## config.mk

```make
export PLATFORM = sky130hd
export DESIGN_NAME = vram_wr_arbiter
export DESIGN_NICKNAME = d
export VERILOG_FILES = /design/src/rtl/vga_pkg.sv /design/src/rtl/wr_fifo.sv /design/src/rtl/vram_wr_arbiter.sv
export SDC_FILE = /design/constraint.sdc
export NUM_CORES = 1
export LEC_CHECK = 0
export CORE_ASPECT_RATIO = 0.9
export CORE_UTILIZATION = 54
export DETAILED_ROUTE_END_ITERATION = 10
export PLACE_DENSITY = 0.85
export SYNTH_ARGS = -nofsm -noshare
export SYNTH_HDL_FRONTEND = slang
export SYNTH_SLANG_ARGS = --single-unit
```

## constraint.sdc

```tcl
create_clock -name clk -period 3.5 [get_ports clk]
set_clock_uncertainty 0.2 [all_clocks]
set_input_delay 0.7 -clock clk [delete_from_list [all_inputs] [get_ports clk]]
set_output_delay 0.7 -clock clk [all_outputs]
set_load 0.05 [all_outputs]
```

## src/rtl/vga_pkg.sv

```systemverilog
// Shared video-subsystem definitions: memory window bases, write targets, arbiter FSM states.
package vga_pkg;

  // Default host-address windows for the video memories.
  localparam logic [13:0] FontBaseDef  = 14'h0000;
  localparam logic [13:0] PalBaseDef   = 14'h1000;
  localparam logic [13:0] ChrowBaseDef = 14'h1100;

  // Window sizes in words.
  localparam logic [13:0] FontWinSize  = 14'd4096;
  localparam logic [13:0] PalWinSize   = 14'd256;
  localparam logic [13:0] ChrowWinSize = 14'd256;

  typedef enum logic [1:0] {TGT_FONT, TGT_PAL, TGT_CHROW, TGT_NONE} tgt_e;

  typedef enum logic [1:0] {StIdle, StIssue, StHold} state_e;

  // Picks the target from base-relative offsets; offsets below a base wrap to large values
  // and so fall outside the window. Font wins if windows were ever configured to overlap.
  function automatic tgt_e decode_tgt(input logic [13:0] font_off, input logic [13:0] pal_off,
                                      input logic [13:0] chrow_off);
    if (font_off < FontWinSize) begin
      return TGT_FONT;
    end else if (pal_off < PalWinSize) begin
      return TGT_PAL;
    end else if (chrow_off < ChrowWinSize) begin
      return TGT_CHROW;
    end
    return TGT_NONE;
  endfunction

endpackage

```

## src/rtl/wr_fifo.sv

```systemverilog
// Synchronous FIFO with first-word fall-through read and a registered full flag.
module wr_fifo #(
  parameter int unsigned Width = 8,
  parameter int unsigned Depth = 4
) (
  input  logic             clk,
  input  logic             nrst,
  input  logic             push,
  input  logic [Width-1:0] wdata,
  input  logic             pop,
  output logic [Width-1:0] rdata,
  output logic             empty,
  output logic             full
);

  localparam int unsigned   PtrW     = (Depth > 1) ? $clog2(Depth) : 1;
  localparam logic [PtrW-1:0] PtrOne = 1;
  localparam logic [PtrW:0]   CntOne = 1;
  localparam logic [PtrW:0]   CntMax = (PtrW + 1)'(Depth);

  logic [Width-1:0] mem_q [Depth];
  logic [PtrW-1:0]  wptr_q, rptr_q;
  logic [PtrW:0]    count_q, count_d;
  logic             do_push, do_pop;

  // Full is the registered flag, so a push in the same cycle as a pop from a full FIFO is refused.
  assign do_push = push & ~full;
  assign do_pop  = pop & ~empty;
  assign empty   = (count_q == '0);
  assign rdata   = mem_q[rptr_q];

  // Occupancy after this cycle's push/pop.
  always_comb begin
    count_d = count_q;
    if (do_push && !do_pop) begin
      count_d = count_q + CntOne;
    end else if (!do_push && do_pop) begin
      count_d = count_q - CntOne;
    end
  end

  // Pointers, count and full flag.
  always_ff @(posedge clk) begin
    if (!nrst) begin
      wptr_q  <= '0;
      rptr_q  <= '0;
      count_q <= '0;
      full    <= 1'b0;
    end else begin
      if (do_push) wptr_q <= wptr_q + PtrOne;
      if (do_pop)  rptr_q <= rptr_q + PtrOne;
      count_q <= count_d;
      full    <= (count_d == CntMax);
    end
  end

  // Storage; contents need no reset since the pointers gate visibility.
  always_ff @(posedge clk) begin
    if (do_push) mem_q[wptr_q] <= wdata;
  end

endmodule

```

## src/rtl/vram_wr_arbiter.sv

```systemverilog
// Host write scheduler: queues host writes and issues them to the font, palette and
// character-row memories one word per cycle, holding row-buffer writes while rendering.
module vram_wr_arbiter
  import vga_pkg::*;
#(
  parameter int unsigned FIFO_DEPTH = 4,
  parameter logic [13:0] FONT_BASE  = FontBaseDef,
  parameter logic [13:0] PAL_BASE   = PalBaseDef,
  parameter logic [13:0] CHROW_BASE = ChrowBaseDef
) (
  input  logic        clk,
  input  logic        nrst,
  input  logic        host_wr,
  input  logic [13:0] host_addr,
  input  logic [15:0] host_data,
  output logic        host_full,
  input  logic        render_busy,
  output logic        fontmem_wr,
  output logic [11:0] fontmem_wr_addr,
  output logic [7:0]  fontmem_wr_data,
  output logic        palette_wr,
  output logic [7:0]  palette_wr_addr,
  output logic [15:0] palette_wr_data,
  output logic        chrowbuf_wr,
  output logic [7:0]  chrowbuf_wr_addr,
  output logic [15:0] chrowbuf_wr_data,
  output logic        ovf,
  output logic [7:0]  bad_count
);

  logic [29:0] head;
  logic [13:0] head_addr;
  logic [15:0] head_data;
  logic        fifo_empty;
  logic        pop;
  logic [13:0] font_off, pal_off, chrow_off;
  tgt_e        head_tgt, tgt_q;
  state_e      state_q, state_d;

  wr_fifo #(
    .Width(30),
    .Depth(FIFO_DEPTH)
  ) u_wr_fifo (
    .clk  (clk),
    .nrst (nrst),
    .push (host_wr),
    .wdata({host_addr, host_data}),
    .pop  (pop),
    .rdata(head),
    .empty(fifo_empty),
    .full (host_full)
  );

  assign head_addr = head[29:16];
  assign head_data = head[15:0];
  assign font_off  = head_addr - FONT_BASE;
  assign pal_off   = head_addr - PAL_BASE;
  assign chrow_off = head_addr - CHROW_BASE;
  assign head_tgt  = decode_tgt(font_off, pal_off, chrow_off);

  // Next state: issue the head unless it is a row-buffer write while the renderer is busy.
  always_comb begin
    state_d = StIdle;
    pop     = 1'b0;
    if (!fifo_empty) begin
      if (head_tgt == TGT_CHROW && render_busy) begin
        state_d = StHold;
      end else begin
        state_d = StIssue;
        pop     = 1'b1;
      end
    end
  end

  // State and the target of the word being issued this cycle.
  always_ff @(posedge clk) begin
    if (!nrst) begin
      state_q <= StIdle;
      tgt_q   <= TGT_NONE;
    end else begin
      state_q <= state_d;
      tgt_q   <= head_tgt;
    end
  end

  // At most one strobe low, for one cycle per issued word; unmapped words strobe nothing.
  assign fontmem_wr  = !(state_q == StIssue && tgt_q == TGT_FONT);
  assign palette_wr  = !(state_q == StIssue && tgt_q == TGT_PAL);
  assign chrowbuf_wr = !(state_q == StIssue && tgt_q == TGT_CHROW);

  // Per-memory address/data, updated only when that memory is written, otherwise held.
  always_ff @(posedge clk) begin
    if (!nrst) begin
      fontmem_wr_addr  <= '0;
      fontmem_wr_data  <= '0;
      palette_wr_addr  <= '0;
      palette_wr_data  <= '0;
      chrowbuf_wr_addr <= '0;
      chrowbuf_wr_data <= '0;
    end else if (state_d == StIssue) begin
      case (head_tgt)
        TGT_FONT: begin
          fontmem_wr_addr <= font_off[11:0];
          fontmem_wr_data <= head_data[7:0];
        end
        TGT_PAL: begin
          palette_wr_addr <= pal_off[7:0];
          palette_wr_data <= head_data;
        end
        TGT_CHROW: begin
          chrowbuf_wr_addr <= chrow_off[7:0];
          chrowbuf_wr_data <= head_data;
        end
        default: ;
      endcase
    end
  end

  // Error status: sticky overflow and saturating count of dropped unmapped writes.
  always_ff @(posedge clk) begin
    if (!nrst) begin
      ovf       <= 1'b0;
      bad_count <= '0;
    end else begin
      if (host_wr && host_full) ovf <= 1'b1;
      if (state_d == StIssue && head_tgt == TGT_NONE && bad_count != 8'hff) begin
        bad_count <= bad_count + 8'd1;
      end
    end
  end

endmodule

```

==> summary.txt <==
Run status
  • Status: finished clean

Synthesis
  • Top-area cell type share of the netlist area: 45.1%
  • Seq cells post-synth: 211
  • Unique masters post-synth: 51
  • Mapped Area: 0.00800 sq mm
  • Synth area leader: edfxtp_1
  • Seq/Total Area, Yosys: 67.8%
  • Count leader, synth: edfxtp_1
  • Post-synth EDFFs: 120
  • Avg Inst Size Synth: 13.3 sq um
  • Net count after synthesis: 642
  • Syn Inst Count: 600
  • Ys Warns: 0
  • Share of flip-flops with an asynchronous set or reset: 0%
  • Most used DFF post-synth: edfxtp_1
  • Commonest cells in the netlist: 120 x edfxtp_1, 110 x nand2_1, 91 x dfxtp_1, 55 x a21oi_1, 31 x nand3_1
  • Dominant cells by area after synthesis: edfxtp_1 45%, dfxtp_1 23%, mux4_2 7.9%, nand2_1 5.2%, a21oi_1 3.4%

Timing
  • Final hold vios: 0
  • Fin crit share: 95.0%
  • Max-slew violation count: 0
  • Slew headroom: 57.9%
  • Min Tclk post-route: 3.32 ns
  • Setup TNS: 0 ns
  • Setup ws final: 0.176 ns
  • Final setup vio count: 0
  • RSZ-0062 raised after global routing: false
  • Highest clock rate: 301 MHz
  • WHS: 0.248 ns
  • Slew @ Worst Pin: 0.631 ns

Setup path
  • Startpoint Class: flop
  • CP Capture Type: flop
  • Arrival @ worst endpoint: 3.47 ns
  • Crit path max fanout: 24
  • Worst endpoint required time: 3.65 ns
  • Crit Path Category: flop to flop
  • R2r worst-path depth: 5

Layout
  • Filler cells: 941
  • Synthesis-to-layout area growth: 23.9%
  • Number of antenna repair diodes: 0
  • Nets: 756
  • Share of layout cells above drive strength 1: 12.1%

Route
  • Iter 0 DRT Violations: 545
  • Post-DR vias/cell: 5.83
  • Residual DRC count: 0
  • Routed wire length per instance: 19.9 um
  • Vias post-DR: 5362
  • Post-route ant nets: 0
  • Final WL: 18.3 mm
  • 1st-pass router iterations: 5

Floorplanning
  • Die H: 117 um
  • Starting Density: 56.1%
  • # rows: 41
  • Die X: 130 um
  • Core Region: 0.0143 sq mm
  • Top Ports: 115
  • Die Area: 0.0153 sq mm

GRT
  • Initial antenna violation count: 0
  • Remaining global-route overflow: 0
  • Largest net degree at the start of global routing: 53
  • First-pass GRT wire length: 28.3 mm
  • GRT Total Usage: 24.6%
  • Vias in the first global route: 5352

Power
  • Flop pwr share: 42.1%
  • Internal power: 4.99 mW
  • Switch Pwr: 2.52 mW
  • Net Sw Frac: 33.6%
  • P_leak: 3.25 nW
  • Clock power frac: 27.4%
  • Worst vdd ir: 0.458 mV
  • Combinational share of power: 30.5%
  • Pwr Density: 758 mW/mm^2

Clock network
  • Clk Latency, worst-skew pair: 0.50 ns
  • Clk root buf: clkbuf_16
  • Post-CTS Setup Inserts: 0
  • CTS tree: yes
  • H-tree level count: 1
  • Clk pin slew, worst setup/hold paths: 0.06 ns
  • Num CTS Buffers: 21
  • Longest Clk Path Bufs: 3
  • Clock sink total: 211
  • Hold_buf cts: 0

Place
  • IO Port Bufs: 114
  • HPWL Detailed: 11.7 mm
  • Pre-CTS WS: 0.165 ns
  • GP Congestion: 0.898

Job
  • Max-Cap Viols: 0

Min path
  • Hold path cells: 2
  • Worst Hold Class: flop to flop
per-layer routing:
metal / up-vias / GRT usage (%) / wire (um)
li1: 2412 / - / -
met1: 2601 / 32.0 / 7050
met2: 295 / 40.7 / 9080
met3: 54 / 4.33 / 1500
met4: 0 / 9.74 / 675
met5: - / 0 / 0
worst paths after layout:
check / endpoint / slack, ns / startpoint
setup / recovery: palette_wr_addr[3] / 0.18 / flop
hold / removal: chrowbuf_wr_data[6] / 0.25 / chrowbuf_wr_data[6]
setup reg to reg: palette_wr_addr[3] / 0.18 / flop
hold reg to reg: chrowbuf_wr_data[6] / 0.25 / chrowbuf_wr_data[6]
through the flow:
| stage | utilization [%] | power, mW | std cells | cell area [sq um] |
|---|---|---|---|---|
| after floorplan | - | 4.71 | 600 | 8000 |
| after global placement | 65.1 | 5.33 | 884 | 9280 |
| after detailed placement | 65.1 | 5.44 | 884 | 9280 |
| after CTS | 69.5 | 7.52 | 919 | 9910 |
| after global routing | 69.5 | 7.79 | 919 | 9910 |
| final | 69.5 | 7.51 | 919 | 9910 |
flip-flops by register name (all words and copies together) (netlist names), 2 cells and up, named ones only:
register	cells
bad_count	8
chrowbuf_wr_addr	8
chrowbuf_wr_data	16
fontmem_wr_addr	12
fontmem_wr_data	8
palette_wr_addr	8
palette_wr_data	16
state_q	2
tgt_q	2
u_wr_fifo.count_q	3
u_wr_fifo.mem_q	120
u_wr_fifo.rptr_q	2
u_wr_fifo.wptr_q	2
kinds of logic (layout without fill, tap and decap cells):
kind of cell	count (synthesis)	in the layout	synth area share, %
XOR/XNOR	6	6	0.657
flip-flops	211	211	67.8
AND/OR/NAND/NOR	196	196	11.6
AO/OA/AOI/OAI	104	104	7.15
adder cells (fa/ha/maj)	9	9	1.38
multiplexers	30	30	8.54
buffers and inverters	44	170	2.80
cell type report:
class                           instances  area (sq um)  area share [%]
Tap cell                              193           241            2.44
Timing Repair Buffer                  127          1230            12.5
Clock inverter                          3          18.8           0.189
Inverter                                8          30.0           0.303
Multi-Input combinational cell        345          2350            23.7
Sequential cell                       211          5430            54.8
Clock buffer                           32           609            6.15
worst max-delay path: stages (launching register included):
cell     delay (ns)
dfxtp_2        0.44
mux4_1         0.71
or4b_1         0.75
or3_2          0.81
nand2_1        0.18
a21oi_1        0.09
timing repair:
action / CTS / global route
endpoints found under the hold margin: 0 / 0
resized for setup: 0 / 1
endpoints found under the setup margin: 0 / 3
layout by cell type, fill, tap and decap left out, types with 2 or more instances in the layout:
cell type and count:
nand2_1 110, buf_4 13, clkinv_2 2, o21ai_1 16
edfxtp_1 120, clkdlybuf4s50_1 113, inv_1 7, o211a_1 2
mux4_2 28, clkbuf_16 22, a21boi_0 2, ha_1 8
nand3_1 31, o21ai_0 19, and2_1 6, clkbuf_8 2
or3_1 7, mux4_1 2, nor2_1 12, o311a_1 2
xnor2_1 5, nand2b_1 4, a21oi_1 55, dfxtp_1 90
nand2_2 10, clkbuf_1 7, nand4_1 2
power groups by stage:
stage	clock [mW]	combinational (mW)	sequential, mW
2_1_floorplan	0	1.21	3.50
3_3_place_gp	0	2.16	3.17
3_5_place_dp	0	2.24	3.20
4_1_cts	2.09	2.27	3.16
5_1_grt	2.19	2.41	3.19
6_report	2.06	2.29	3.16
No activity file was read; power rests on OpenSTA's default activity.
